==> config.mk <==
export PLATFORM = sky130hd
export DESIGN_NAME = rib_arbiter
export DESIGN_NICKNAME = d
export VERILOG_FILES = /design/src/rtl/rib_pkg.sv /design/src/rtl/rib_decode.sv /design/src/rtl/rib_arbiter.sv
export SDC_FILE = /design/constraint.sdc
export NUM_CORES = 1
export LEC_CHECK = 0
export ABC_CLOCK_PERIOD_IN_PS = 1800
export CORE_AREA = 5 5 157 159
export CTS_CLUSTER_DIAMETER = 120
export DETAILED_ROUTE_END_ITERATION = 12
export DIE_AREA = 0 0 162 164
export PLACE_DENSITY = 0.54
export REMOVE_ABC_BUFFERS = 1
export SLEW_MARGIN = 20
export SYNTH_ARGS = -nofsm -noshare
export SYNTH_HDL_FRONTEND = slang
export SYNTH_SLANG_ARGS = --single-unit
export TNS_END_PERCENT = 100
==> constraint.sdc <==
create_clock -name clk -period 1.8 [get_ports clk]
set_clock_uncertainty 0.1 [all_clocks]
set_input_delay 0.18 -clock clk [delete_from_list [all_inputs] [get_ports clk]]
set_output_delay 0.18 -clock clk [all_outputs]
set_load 0.02 [all_outputs]
==> src/rtl/rib_pkg.sv <==
// ---------------------------------------------------------------------------
// rib_pkg
// Shared definitions for the RIB two-master / four-slave interconnect:
//   - slave index constants (ROM, RAM, timer, UART)
//   - position of the slave decode field inside the address
//   - bus-ownership state encoding
// Build option: RIB_TMO_EN (consumed by rib_arbiter, not by this package).
// ---------------------------------------------------------------------------
package rib_pkg;

  // Slave indices; also the bit position in the one-hot s_req vector.
  localparam int RIB_ROM     = 0;
  localparam int RIB_RAM     = 1;
  localparam int RIB_TIMER   = 2;
  localparam int RIB_UART    = 3;
  localparam int RIB_NUM_SLV = 4;

  // Slave decode field addr[31:28].
  localparam int RIB_SLV_MSB = 31;
  localparam int RIB_SLV_LSB = 28;
  localparam int RIB_SLV_W   = RIB_SLV_MSB - RIB_SLV_LSB + 1;

  // Bus ownership. S_M1 (core) is the park state entered on reset.
  typedef enum logic {
    S_M1 = 1'b0,
    S_M0 = 1'b1
  } rib_state_e;

endpackage : rib_pkg

==> src/rtl/rib_decode.sv <==
// ---------------------------------------------------------------------------
// rib_decode
// Combinational slave decoder. Turns the slave field of the granted address
// into a one-hot slave request, or flags a miss when the field names no slave.
// Nothing is asserted unless req is high.
//
// Ports:
//   req        in  1            granted master is requesting this cycle
//   slv_field  in  RIB_SLV_W    addr[31:28] of the granted master
//   sel        out RIB_NUM_SLV  one-hot slave request (0 rom .. 3 uart)
//   miss       out 1            req high but field outside 0..3
// ---------------------------------------------------------------------------
module rib_decode
  import rib_pkg::*;
(
  input  logic                   req,
  input  logic [RIB_SLV_W-1:0]   slv_field,
  output logic [RIB_NUM_SLV-1:0] sel,
  output logic                   miss
);

  always_comb begin
    // NOTE: every output gets a default before the case so that no path
    // leaves it unassigned; a missing default here would infer a latch.
    sel  = '0;
    miss = 1'b0;
    if (req) begin
      case (slv_field)
        RIB_SLV_W'(RIB_ROM):   sel[RIB_ROM]   = 1'b1;
        RIB_SLV_W'(RIB_RAM):   sel[RIB_RAM]   = 1'b1;
        RIB_SLV_W'(RIB_TIMER): sel[RIB_TIMER] = 1'b1;
        RIB_SLV_W'(RIB_UART):  sel[RIB_UART]  = 1'b1;
        default:               miss           = 1'b1;
      endcase
    end
  end

endmodule : rib_decode

==> src/rtl/rib_arbiter.sv <==
// ---------------------------------------------------------------------------
// rib_arbiter
// Two-master, four-slave RIB interconnect placed between the core data port
// and ROM/RAM/timer/UART. m0 (debug/download) has priority over m1 (core),
// which owns the bus by default. One idle "switch" cycle is inserted when m0
// takes the bus and one idle "release" cycle when it gives it back. The core
// is stalled through hold_flag while it is not granted.
//
// Build option:
//   RIB_TMO_EN  when defined, m0 may own the bus for at most TMO_CYC
//               consecutive cycles; the core then gets exactly one slot
//               (hold_flag low, core served) before m0 resumes.
//               When undefined, m0 may hold the bus indefinitely.
//
// Ports:
//   clk, rst                  clock, synchronous active-high reset
//   m0_req/we/addr/wdata/sel  debug master request path
//   m0_rdata                  debug read data (0 unless m0 is served)
//   m1_req/we/addr/wdata/sel  core request path (rib_ram_*)
//   m1_rdata                  core read data (0 unless m1 is served)
//   s_addr/s_wdata/s_sel      shared slave bus, driven by the owning master
//   s_we                      write enable, 0 whenever s_req is 0
//   s_req                     one-hot slave request: 0 rom 1 ram 2 timer 3 uart
//   s0_rdata..s3_rdata        slave read data
//   hold_flag                 stall to the core (rib_hold_flag)
//   dec_err                   one-cycle pulse the cycle after a decode miss
// ---------------------------------------------------------------------------
module rib_arbiter
  import rib_pkg::*;
#(
  parameter int ADDR_W  = 32,
  parameter int DATA_W  = 32,
  parameter int SEL_W   = 4,
  parameter int TMO_CYC = 16
) (
  input  logic                   clk,
  input  logic                   rst,
  // debug master
  input  logic                   m0_req,
  input  logic                   m0_we,
  input  logic [ADDR_W-1:0]      m0_addr,
  input  logic [DATA_W-1:0]      m0_wdata,
  input  logic [SEL_W-1:0]       m0_sel,
  output logic [DATA_W-1:0]      m0_rdata,
  // core data port
  input  logic                   m1_req,
  input  logic                   m1_we,
  input  logic [ADDR_W-1:0]      m1_addr,
  input  logic [DATA_W-1:0]      m1_wdata,
  input  logic [SEL_W-1:0]       m1_sel,
  output logic [DATA_W-1:0]      m1_rdata,
  // shared slave bus
  output logic [ADDR_W-1:0]      s_addr,
  output logic [DATA_W-1:0]      s_wdata,
  output logic [SEL_W-1:0]       s_sel,
  output logic                   s_we,
  output logic [RIB_NUM_SLV-1:0] s_req,
  input  logic [DATA_W-1:0]      s0_rdata,
  input  logic [DATA_W-1:0]      s1_rdata,
  input  logic [DATA_W-1:0]      s2_rdata,
  input  logic [DATA_W-1:0]      s3_rdata,
  // status
  output logic                   hold_flag,
  output logic                   dec_err
);

  rib_state_e             state;
  rib_state_e             state_nxt;
  logic                   core_slot;   // forced one-cycle core slot (timeout)
  logic                   path_m0;     // m0 drives the shared bus signals
  logic                   grant_m0;    // m0 is served this cycle
  logic                   grant_m1;    // m1 is served this cycle
  logic                   path_req;    // granted master is requesting
  logic [RIB_NUM_SLV-1:0] dec_sel;
  logic                   dec_miss;
  logic [DATA_W-1:0]      slv_rdata;

`ifdef RIB_TMO_EN
  localparam int                CNT_W    = $clog2(TMO_CYC + 1);
  // The slot is forced at the end of the TMO_CYC-th owned cycle.
  localparam logic [CNT_W-1:0]  TMO_LAST = CNT_W'(TMO_CYC - 1);

  logic [CNT_W-1:0] tmo_cnt;
  logic [CNT_W-1:0] tmo_cnt_nxt;
  logic             core_slot_nxt;
`else
  logic unused_tmo;
  assign unused_tmo = ^TMO_CYC;
  assign core_slot  = 1'b0;
`endif

  // -------------------------------------------------------------------------
  // State register
  // -------------------------------------------------------------------------
  always_ff @(posedge clk) begin
    // NOTE: sequential state uses non-blocking assignments so every register
    // samples pre-edge values regardless of process evaluation order.
    if (rst) begin
      state <= S_M1;
    end else begin
      state <= state_nxt;
    end
  end

`ifdef RIB_TMO_EN
  always_ff @(posedge clk) begin
    if (rst) begin
      tmo_cnt   <= '0;
      core_slot <= 1'b0;
    end else begin
      tmo_cnt   <= tmo_cnt_nxt;
      core_slot <= core_slot_nxt;
    end
  end
`endif

  // -------------------------------------------------------------------------
  // Next-state logic. Ownership follows m0_req with one cycle of delay; the
  // optional timeout breaks a long m0 tenure with a single core slot.
  // -------------------------------------------------------------------------
  always_comb begin
    state_nxt = state;
`ifdef RIB_TMO_EN
    tmo_cnt_nxt   = '0;
    core_slot_nxt = 1'b0;
`endif
    unique case (state)
      S_M1: begin
        if (m0_req) state_nxt = S_M0;
      end
      S_M0: begin
        if (!m0_req) begin
          state_nxt = S_M1;
`ifdef RIB_TMO_EN
        end else if (tmo_cnt == TMO_LAST) begin
          state_nxt     = S_M1;
          core_slot_nxt = 1'b1;
        end else begin
          tmo_cnt_nxt = tmo_cnt + 1'b1;
`endif
        end
      end
      default: state_nxt = S_M1;
    endcase
  end

  // -------------------------------------------------------------------------
  // Grant. In S_M1 a rising m0_req quiesces the bus (switch cycle) unless
  // this is a forced core slot; in S_M0 a falling m0_req gives an idle
  // release cycle. Nobody is served while reset is asserted.
  // -------------------------------------------------------------------------
  always_comb begin
    grant_m0 = 1'b0;
    grant_m1 = 1'b0;
    if (!rst) begin
      if (state == S_M0) begin
        grant_m0 = m0_req;
      end else begin
        grant_m1 = !m0_req || core_slot;
      end
    end
  end

  assign path_m0  = (state == S_M0);
  assign path_req = (grant_m0 & m0_req) | (grant_m1 & m1_req);

  // Shared bus signals follow the owner even in idle cycles; s_req and s_we
  // are what qualify an access.
  assign s_addr  = path_m0 ? m0_addr  : m1_addr;
  assign s_wdata = path_m0 ? m0_wdata : m1_wdata;
  assign s_sel   = path_m0 ? m0_sel   : m1_sel;

  rib_decode u_decode (
    .req       (path_req),
    .slv_field (s_addr[RIB_SLV_MSB:RIB_SLV_LSB]),
    .sel       (dec_sel),
    .miss      (dec_miss)
  );

  assign s_req = dec_sel;
  assign s_we  = (path_m0 ? m0_we : m1_we) & (|dec_sel);

  // -------------------------------------------------------------------------
  // Read data: AND-OR mux on the one-hot select; a miss or idle cycle
  // returns zero. Only the served master sees it.
  // -------------------------------------------------------------------------
  assign slv_rdata = ({DATA_W{dec_sel[RIB_ROM]}}   & s0_rdata)
                   | ({DATA_W{dec_sel[RIB_RAM]}}   & s1_rdata)
                   | ({DATA_W{dec_sel[RIB_TIMER]}} & s2_rdata)
                   | ({DATA_W{dec_sel[RIB_UART]}}  & s3_rdata);

  assign m0_rdata = grant_m0 ? slv_rdata : '0;
  assign m1_rdata = grant_m1 ? slv_rdata : '0;

  // Core stalls from the first m0 request until the cycle after it drops,
  // except during a forced core slot.
  assign hold_flag = !core_slot && (m0_req || path_m0);

  // -------------------------------------------------------------------------
  // Decode-miss pulse, one cycle after the missing access.
  // -------------------------------------------------------------------------
  always_ff @(posedge clk) begin
    if (rst) begin
      dec_err <= 1'b0;
    end else begin
      dec_err <= dec_miss;
    end
  end

endmodule : rib_arbiter

==> results.yml, run 1 <==
pwr:
  finalPower_w: 0.002383
  irDropWorstVdd_v: 0.0002434
  powerDensity_nw_per_um2: 264.0
  p_leak_nw: 3.236
final_layout:
  area_delta_synth_final_pct: 194.7
  layout.nets: 1129
  multi_input_area_um2: 3632
  fillers: 2399
  regArea_um2: 43.79
  fin_util_pct: 39.05
  final_layout_size_suffix_gt1_share_pct: 47.79
sta:
  tightest_slew_ns: 0.3745
  relSlewSlack_pct: 75.03
  finalHoldViolations: 0
  fmax_mhz: 463.2
  drv_slew: 0
  setup_ws_ns: -0.3589
  fin_setup_tns_ns: -27.22
  layout_min_cycle_time_ns: 2.159
  timing.final.crit_share_pct: 119.9
  rsz0062_at_grt: "yes"
  setup_viol: 136
global_route:
  grt_pass1_wl_um: 36410
  antenna_found_initial: 1
  grt_start_max_net_pins: 33
  grt_use_total_pct: 17.81
  gr-total-overflow: 0
  grt_pass1_vias: 5836
drt:
  dr.pass1.iters: 5
  num_vias: 5710
  wl_met2_um: 14290
  routed_wl_um: 27030
  avgViaCountPerCell: 4.970
  wl_met1_um: 10160
  dr.first_iter.drc_count: 315
  drc: 0
  met3_length_um: 2167
  ant_nets: 0
  wl_per_cell_um: 23.53
  top_layer: "met4"
logic_synthesis:
  yosysWarnings: 0
  syn_inst: 412
  ys_seq_elements: 2
  synth_top_area_share_pct: 24.62
  syn_area_per_cell_um2: 7.437
  synth.area.top_cells: "mux2_2, a41oi_1, a32oi_1"
  netlist_area_um2: 3064
  seq_area_frac_synth_pct: 1.307
  synth.largest_area_cell: "mux2_2"
  yosysUniqueCellTypes: 26
floorplan:
  num_io_pins: 409
  dieHeight_um: 164
  start_util_pct: 13.25
  fp-row-count: 56
  die_x_um: 162
  core_um2: 23120
  die_area_um2: 26570
setup_path:
  critPathLaunchType: "flop"
  crit_required_ns: 1.52
  path_max_fanout: 11
  reg2reg_setup_slack_ns: 0.42
  setup.worst_path.class: "flop to primary output"
  cp.arrival_ns: 1.88
  cp-end-kind: "primary output"
worst_hold_path:
  hold_class: "input port to flop"
cts:
  tritoncts: "done"
  htreeDepth: 1
  cts_buffers: 3
  clockRootBuffer: "clkbuf_16"
  path_clk_slew_ns: 0.03
  clk_latency_ns: 0.22
  cts.sinks: 2
  clock_path_buffers: 2
place:
  gp_congestion: 0.8680
  dp_slack_ns: -0.9102
  io_buffers: 408
  dpl.hpwl_um: 20540
run_status:
  violations: "setup timing"
  outcome: "finished, violations left"
job:
  cap_violations: 0
-- sequential cells by signal (all words and copies together), names as in the netlist --
signal,flops
path_m0,1
dec_err,1
-- path summary, 6_finish.rpt --
| check | startpoint | endpoint | depth (start not counted) |
|---|---|---|---|
| setup / recovery | path_m0 | m0_rdata[20] | 7 |
| hold / removal | m0_req | path_m0 | 3 |
| setup reg to reg | path_m0 | dec_err | 4 |
| hold reg to reg | path_m0 | dec_err | 2 |
-- placed cells by master, fill, tap and decap left out, types with 2 or more instances in the layout --
cell type,synthesis,final
clkdlybuf4s50_1,0,268
buf_4,1,95
mux2_2,67,66
a41oi_2,0,39
buf_2,15,35
and2_1,33,33
and4_1,32,32
buf_6,0,29
a41oi_1,64,24
clkbuf_2,0,20
nand3_1,33,19
buf_12,0,19
a32oi_2,0,18
a31oi_1,32,16
o21ai_0,32,15
nand3_2,0,14
a31oi_2,0,14
o21ai_1,2,13
clkdlybuf4s15_2,0,12
a32oi_1,33,11
clkbuf_16,0,9
dlygate4sd2_1,0,6
buf_8,0,6
a32oi_4,0,4
o21ai_2,0,4
buf_16,0,3
inv_1,2,2
nor3b_4,0,2
nor2_1,5,2
nor2b_4,0,2
nor2_4,0,2
a31oi_4,0,2
o21ai_4,0,2
-- routing by layer --
layer,vias up,global-route usage [%]
li1,2660,-
met2,278,34.02
met4,0,3.422
met1,2748,19.69
met5,-,0
met3,24,5.069
-- final cells by class --
| type | count | area share (%) |
|---|---|---|
| clock buffer | 4 | 0.8731 |
| timing repair buffer | 500 | 54.28 |
| multi-input combinational | 350 | 40.23 |
| inverter | 2 | 0.08315 |
| tap | 290 | 4.019 |
| antenna | 1 | 0.02772 |
| sequential | 2 | 0.4850 |
-- worst max-delay path, cell delays in order, from the launching register on --
cell     delay [ns]
dfxtp_4        0.39
buf_8          0.15
nor3_4         0.20
buf_4          0.17
buf_16         0.14
o21ai_0        0.15
a41oi_1        0.25
buf_4          0.18
-- per-stage QoR --
step	area (um^2)	hold slack (ns)	instances
after global placement	7938	0.8064	1119
after CTS	8284	0.6489	1132
after global routing	9029	0.4208	1149
after detailed placement	7938	0.8614	1119
after floorplan	2824	0.1632	354
final	9029	0.4021	1149
-- synth_stat cells --
library cell   n
mux2_2        67
a41oi_1       64
clkbuf_1      42
a32oi_1       33
and2_1        33
nand3_1       33
a31oi_1       32
and4_1        32
o21ai_0       32
buf_2         15
nor2_1         5
nor2b_1        3
nor3_1         3
dfxtp_1        2
inv_1          2
mux2i_1        2
nor3b_2        2
o21ai_1        2
a22oi_1        1
buf_4          1
nand2_1        1
nor3b_1        1
nor4b_1        1
o21ba_2        1
o221ai_1       1
or2_2          1
-- what timing repair did --
| item | 4_1_cts | 5_1_grt |
|---|---|---|
| gates cloned | 3 | 7 |
| pin swaps | 14 | 48 |
| hold buffers | 0 | 0 |
| setup buffers | 7 | 10 |
| endpoints found under the setup margin | 138 | 138 |
| gates resized for setup | 595 | 183 |
-- power by group --
group	switching [W]	total [W]	internal [W]
Sequential	0.00000534	0.0000519	0.0000466
Combinational	0.000882	0.00199	0.00110
Clock	0.0000543	0.000346	0.000292
Total	0.000942	0.00238	0.00144
-- kinds of logic (layout without fill, tap and decap cells) --
group	Yosys count	in the layout	synth area share [%]
other cells	0	1	0
mux	69	69	25.28
buf+inv	60	506	8.085
flops	2	2	1.307
compound gates	166	166	40.67
simple gates	115	115	24.66
Power figures use the tool's default switching activity.
==> run 2, diff against run 1 <==
Settings changed: CORE_AREA 5 5 157 159 to 2 2 158 160, DIE_AREA 0 0 162 164 to 0 0 160 162, PLACE_DENSITY 0.54 to 0.52.
==> run 2 against run 1 <==
  * The run still ends with setup timing left
  * Worst setup slack got worse by 0.12 ns
  * First-iteration DRC count rose by 8.6%
  * Via count rose by 4.3%
  * Largest cell class unchanged
  * Count of clock-buffer cells in the layout did not move
  * Maximum frequency fell by 5.2%
  * Flip-flop and latch count did not move
==> results.yml, run 2 (synthesis results as in run 1) <==
run_status:
  outcome: "finished, violations left"
  violations: "setup timing"
global_route:
  gr-total-overflow: 0
  grt_start_max_net_pins: 30
  antenna_found_initial: 1
  grt_pass1_vias: 5954
  grt_use_total_pct: 18.68
  grt_pass1_wl_um: 37260
cts:
  htreeDepth: 1
  cts.sinks: 2
  clockRootBuffer: "clkbuf_16"
  cts_buffers: 3
  clk_latency_ns: 0.23
  path_clk_slew_ns: 0.03
  clock_path_buffers: 2
  tritoncts: "done"
setup_path:
  crit_required_ns: 1.52
  path_max_fanout: 9
  cp.arrival_ns: 2.00
  cp-end-kind: "primary output"
  setup.worst_path.class: "flop to primary output"
  critPathLaunchType: "flop"
final_layout:
  final_area_um2: 9793
  area_delta_synth_final_pct: 219.6
  fillers: 2453
  antennaDiodeCount: 0
  final_cell_mix: "clkdlybuf4s50_1, buf_4, buf_6"
  final_layout_size_suffix_gt1_share_pct: 50.00
  instances_no_fill: 1220
  final_common_cell: "clkdlybuf4s50_1"
  layout.nets: 1167
floorplan:
  fp-row-count: 57
  die_x_um: 160
  dieHeight_um: 162
  die_area_um2: 25920
  core_um2: 24110
  num_io_pins: 409
  start_util_pct: 12.71
sta:
  timing.final.crit_share_pct: 126.5
  setup_viol: 129
  fin_setup_tns_ns: -34.18
  rsz0062_at_grt: "yes"
  setup_ws_ns: -0.4762
  finalHoldViolations: 0
  layout_min_cycle_time_ns: 2.276
  drv_slew: 0
  hold_ws_ns: 0.4090
  fmax_mhz: 439.3
  tightest_slew_ns: 0.5081
  relSlewSlack_pct: 65.97
pwr:
  powerDensity_nw_per_um2: 269.0
  irDropWorstVdd_v: 0.0002107
  p_leak_nw: 3.623
place:
  placed_cell_area_um2: 8003
  dpl.hpwl_um: 19860
  dpl.cell_count: 1152
  gp_congestion: 0.9291
  dp_slack_ns: -0.9127
  io_buffers: 408
drt:
  avgViaCountPerCell: 4.880
  dr.pass1.iters: 4
  dr.first_iter.drc_count: 342
  ant_nets: 0
  num_vias: 5954
  routed_wl_um: 27280
  wl_per_cell_um: 22.36
  drc: 0
worst_hold_path:
  hold_class: "input port to flop"
job:
  cap_violations: 0
## run 2: cell types whose count changed in the layout (fill, tap and decap cells not counted), sizes merged
cell / before / now
buf: 187 / 257
clkbuf: 30 / 9
clkdlybuf4s15: 12 / 1
diode: 1 / 0
dlygate4sd2: 6 / 7
dlymetal6s2s: 1 / 0
## run 2: area by class of cell
cell class	instances	area [um^2]	area share [%]
clock buffer	4	78.83	0.8049
inverter	2	7.507	0.07666
multi-input combinational	350	3820	39.01
sequential	2	43.79	0.4472
tap	324	405.4	4.140
timing repair buffer	538	5438	55.53
## run 2: through the flow
step,utilization (%),total power (W)
finish,40.63,0.002635
global route,40.63,0.002745
CTS,37.22,0.002405
detailed placement,33.20,0.001834
global placement,33.20,0.001823
floorplan,-,0.0006208
## run 2: metal layers
| layer | global-route usage (%) | vias to the layer above | routed length (um) |
|---|---|---|---|
| met4 | 3.399 | 0 | 494 |
| met2 | 35.85 | 306 | 14460 |
| met5 | 0 | - | 0 |
| met1 | 21.46 | 2879 | 10420 |
| li1 | - | 2734 | - |
| met3 | 3.830 | 35 | 1901 |
## run 2: what timing repair did
action	in CTS	in global routing
setup endpoints to repair	138	136
gates cloned	7	3
pin swaps	8	15
gates resized for setup	660	301
hold buffers	0	0
setup buffers	34	27
## run 2: final timing paths
check          start           end  slack (ns)  cells after the start
min           m0_req       path_m0        0.41                      2
max          path_m0  m0_rdata[24]       -0.48                      8
max reg2reg  path_m0       dec_err        0.50                      5
min reg2reg  path_m0       dec_err        0.84                      4
## run 2: report_power, final
group          switching (W)  internal [W]  total (W)
Combinational       0.000952       0.00127    0.00223
Sequential        0.00000437     0.0000465  0.0000509
Clock              0.0000641      0.000293   0.000357
Total                0.00102       0.00161    0.00263
## run 2: critical path, stage by stage (launching register included)
cell	delay, ns
dfxtp_4	0.41
buf_8	0.16
buf_4	0.12
mux2_4	0.36
buf_8	0.17
nand3_2	0.11
a41oi_2	0.11
buf_4	0.16
buf_12	0.13
==> run 3, diff against run 2 <==
Settings changed: PLACE_DENSITY 0.52 to not set.
==> run 3 against run 2 <==
  * The run still ends with setup timing left
  * Critical endpoint is now m1_rdata[3]
  * Core utilization up 1.6 points
  * Critical path type unchanged
  * Flip-flop and latch count unchanged
  * Design area up 4.0%
  * Combinational power up 4%
  * Final cell count up 0.25%
  * Highest routed layer is now met5
==> results.yml, run 3 (synthesis results as in run 1) <==
setup_path:
  crit_chain: "buf_6 -> nor3b_4 -> buf_4 -> clkbuf_16 -> o21ai_0 -> a41oi_1 -> buf_4"
  path_max_fanout: 5
  cp.arrival_ns: 1.92
  r2r-start: "path_m0"
  reg2reg_setup_slack_ns: 0.42
  crit_required_ns: 1.52
  setup.worst_path.class: "flop to primary output"
  critPathLaunchType: "flop"
  max_stage_delay_ns: 0.39
  critPathLaunch: "path_m0"
  r2r_cells: 6
  cp-end-kind: "primary output"
  cpMaxStageDelayCell: "dfxtp_4"
  path_common_cell: "buf_4"
global_route:
  grt_pass1_wl_um: 38050
  top_usage_layer: "met2"
  use_met3_pct: 4.443
  use_met1_pct: 20.62
  use_met2_pct: 37.35
  antenna_found_initial: 3
  gr-total-overflow: 0
  grt_start_max_net_pins: 33
  grt_pass1_vias: 6024
  grt_use_total_pct: 19.14
cts:
  clock_path_buffers: 2
  clk_latency_ns: 0.22
  hold_buffers: 0
  path_clk_slew_ns: 0.03
  cts.sinks: 2
  cts_buffers: 3
  tritoncts: "done"
  htreeDepth: 1
  clockRootBuffer: "clkbuf_16"
sta:
  rsz0062_at_grt: "yes"
  fin_setup_tns_ns: -33.72
  timing.final.crit_share_pct: 122.4
  relSlewSlack_pct: 71.06
  fmax_mhz: 453.9
  finalHoldViolations: 0
  tightest_slew_ns: 0.4341
  setup_ws_ns: -0.4032
  setup_viol: 136
  drv_slew: 0
  layout_min_cycle_time_ns: 2.203
drt:
  avgViaCountPerCell: 4.976
  dr.first_iter.drc_count: 301
  routed_wl_um: 28540
  ant_nets: 0
  dr.pass1.iters: 5
  num_vias: 6086
  wl_per_cell_um: 23.34
  drc: 0
floorplan:
  core_um2: 24110
  start_util_pct: 12.71
  dieHeight_um: 162
  fp-row-count: 57
  num_io_pins: 409
  die_x_um: 160
  die_area_um2: 25920
pwr:
  irDropWorstVdd_v: 0.0002023
  powerDensity_nw_per_um2: 266.3
  p_leak_nw: 3.737
  finalPower_w: 0.002713
final_layout:
  final_cell_mix: "clkdlybuf4s50_1, buf_4, buf_6"
  fillers: 2404
  area_delta_synth_final_pct: 232.5
  final_layout_size_suffix_gt1_share_pct: 52.23
  layout.nets: 1169
  final_common_cell: "clkdlybuf4s50_1"
place:
  dpl.hpwl_um: 19720
  io_buffers: 408
  gp_congestion: 0.8638
worst_hold_path:
  hold_class: "input port to flop"
  min_path_cells: 3
  hp-start: "rst"
run_status:
  outcome: "finished, violations left"
  violations: "setup timing"
job:
  cap_violations: 0
run 3: cell types whose count changed in the layout (fill, tap and decap cells not counted), moves of 6 or more:
cell	delta
a31oi_2	+6
a32oi_1	+7
a41oi_1	-6
a41oi_2	+7
buf_4	-19
buf_6	+18
clkdlybuf4s50_1	+8
mux2_2	-6
mux2_4	+6
nand3_2	-13
nand3_4	+17
o21ai_0	-10
o21ai_2	+15
run 3: final timing paths:
| path | end |
|---|---|
| min reg2reg | dec_err |
| min | path_m0 |
| max reg2reg | dec_err |
| max | m1_rdata[3] |
run 3: worst max-delay path: cells and delay by family (launching register included):
family,cells,cell delay (ns)
buf+inv,4,0.65
flops,1,0.39
compound gates,2,0.35
simple gates,1,0.31
run 3: stage by stage:
stage	util (%)	cells	area [um^2]	worst slack [ns]	hold WS, ns
2_1_floorplan	-	354	2824	-3.020	0.1632
3_3_place_gp	32.89	1146	7928	-0.8450	0.7196
3_5_place_dp	32.89	1146	7928	-0.8809	0.7471
4_1_cts	37.73	1180	9096	-0.3855	0.5531
5_1_grt	42.27	1223	10190	-0.4582	0.6044
6_report	42.27	1223	10190	-0.4032	0.5980
run 3: area by class of cell:
class                      instances  area [um^2]  area share (%)
multi-input combinational        350         3995           39.21
inverter                           2        7.507         0.07368
clock buffer                       4        78.83          0.7737
timing repair buffer             540         5655           55.51
tap                              324        405.4           3.979
antenna                            1        2.502         0.02456
sequential                         2        43.79          0.4298
run 3: what timing repair did:
| action | in CTS | in global routing |
|---|---|---|
| gates cloned | 9 | 10 |
| gates resized for setup | 624 | 371 |
| buffers inserted | 22 | 35 |
| pin swaps | 42 | 28 |
| endpoints found under the setup margin | 138 | 137 |
run 3: where the power goes:
part | total [W] | internal [W] | switching, W | leakage, nW
Clock | 0.000349 | 0.000292 | 0.0000569 | 0.0382
Combinational | 0.00231 | 0.00132 | 0.000990 | 3.68
Sequential | 0.0000500 | 0.0000465 | 0.00000347 | 0.0171
Total | 0.00271 | 0.00166 | 0.00105 | 3.74
run 3: metal layers:
layer / part of all wire, % / up-vias
met4: 3.3 / 4
li1: - / 2754
met3: 7.0 / 67
met1: 35 / 2928
met2: 55 / 333
met5: 0.095 / -
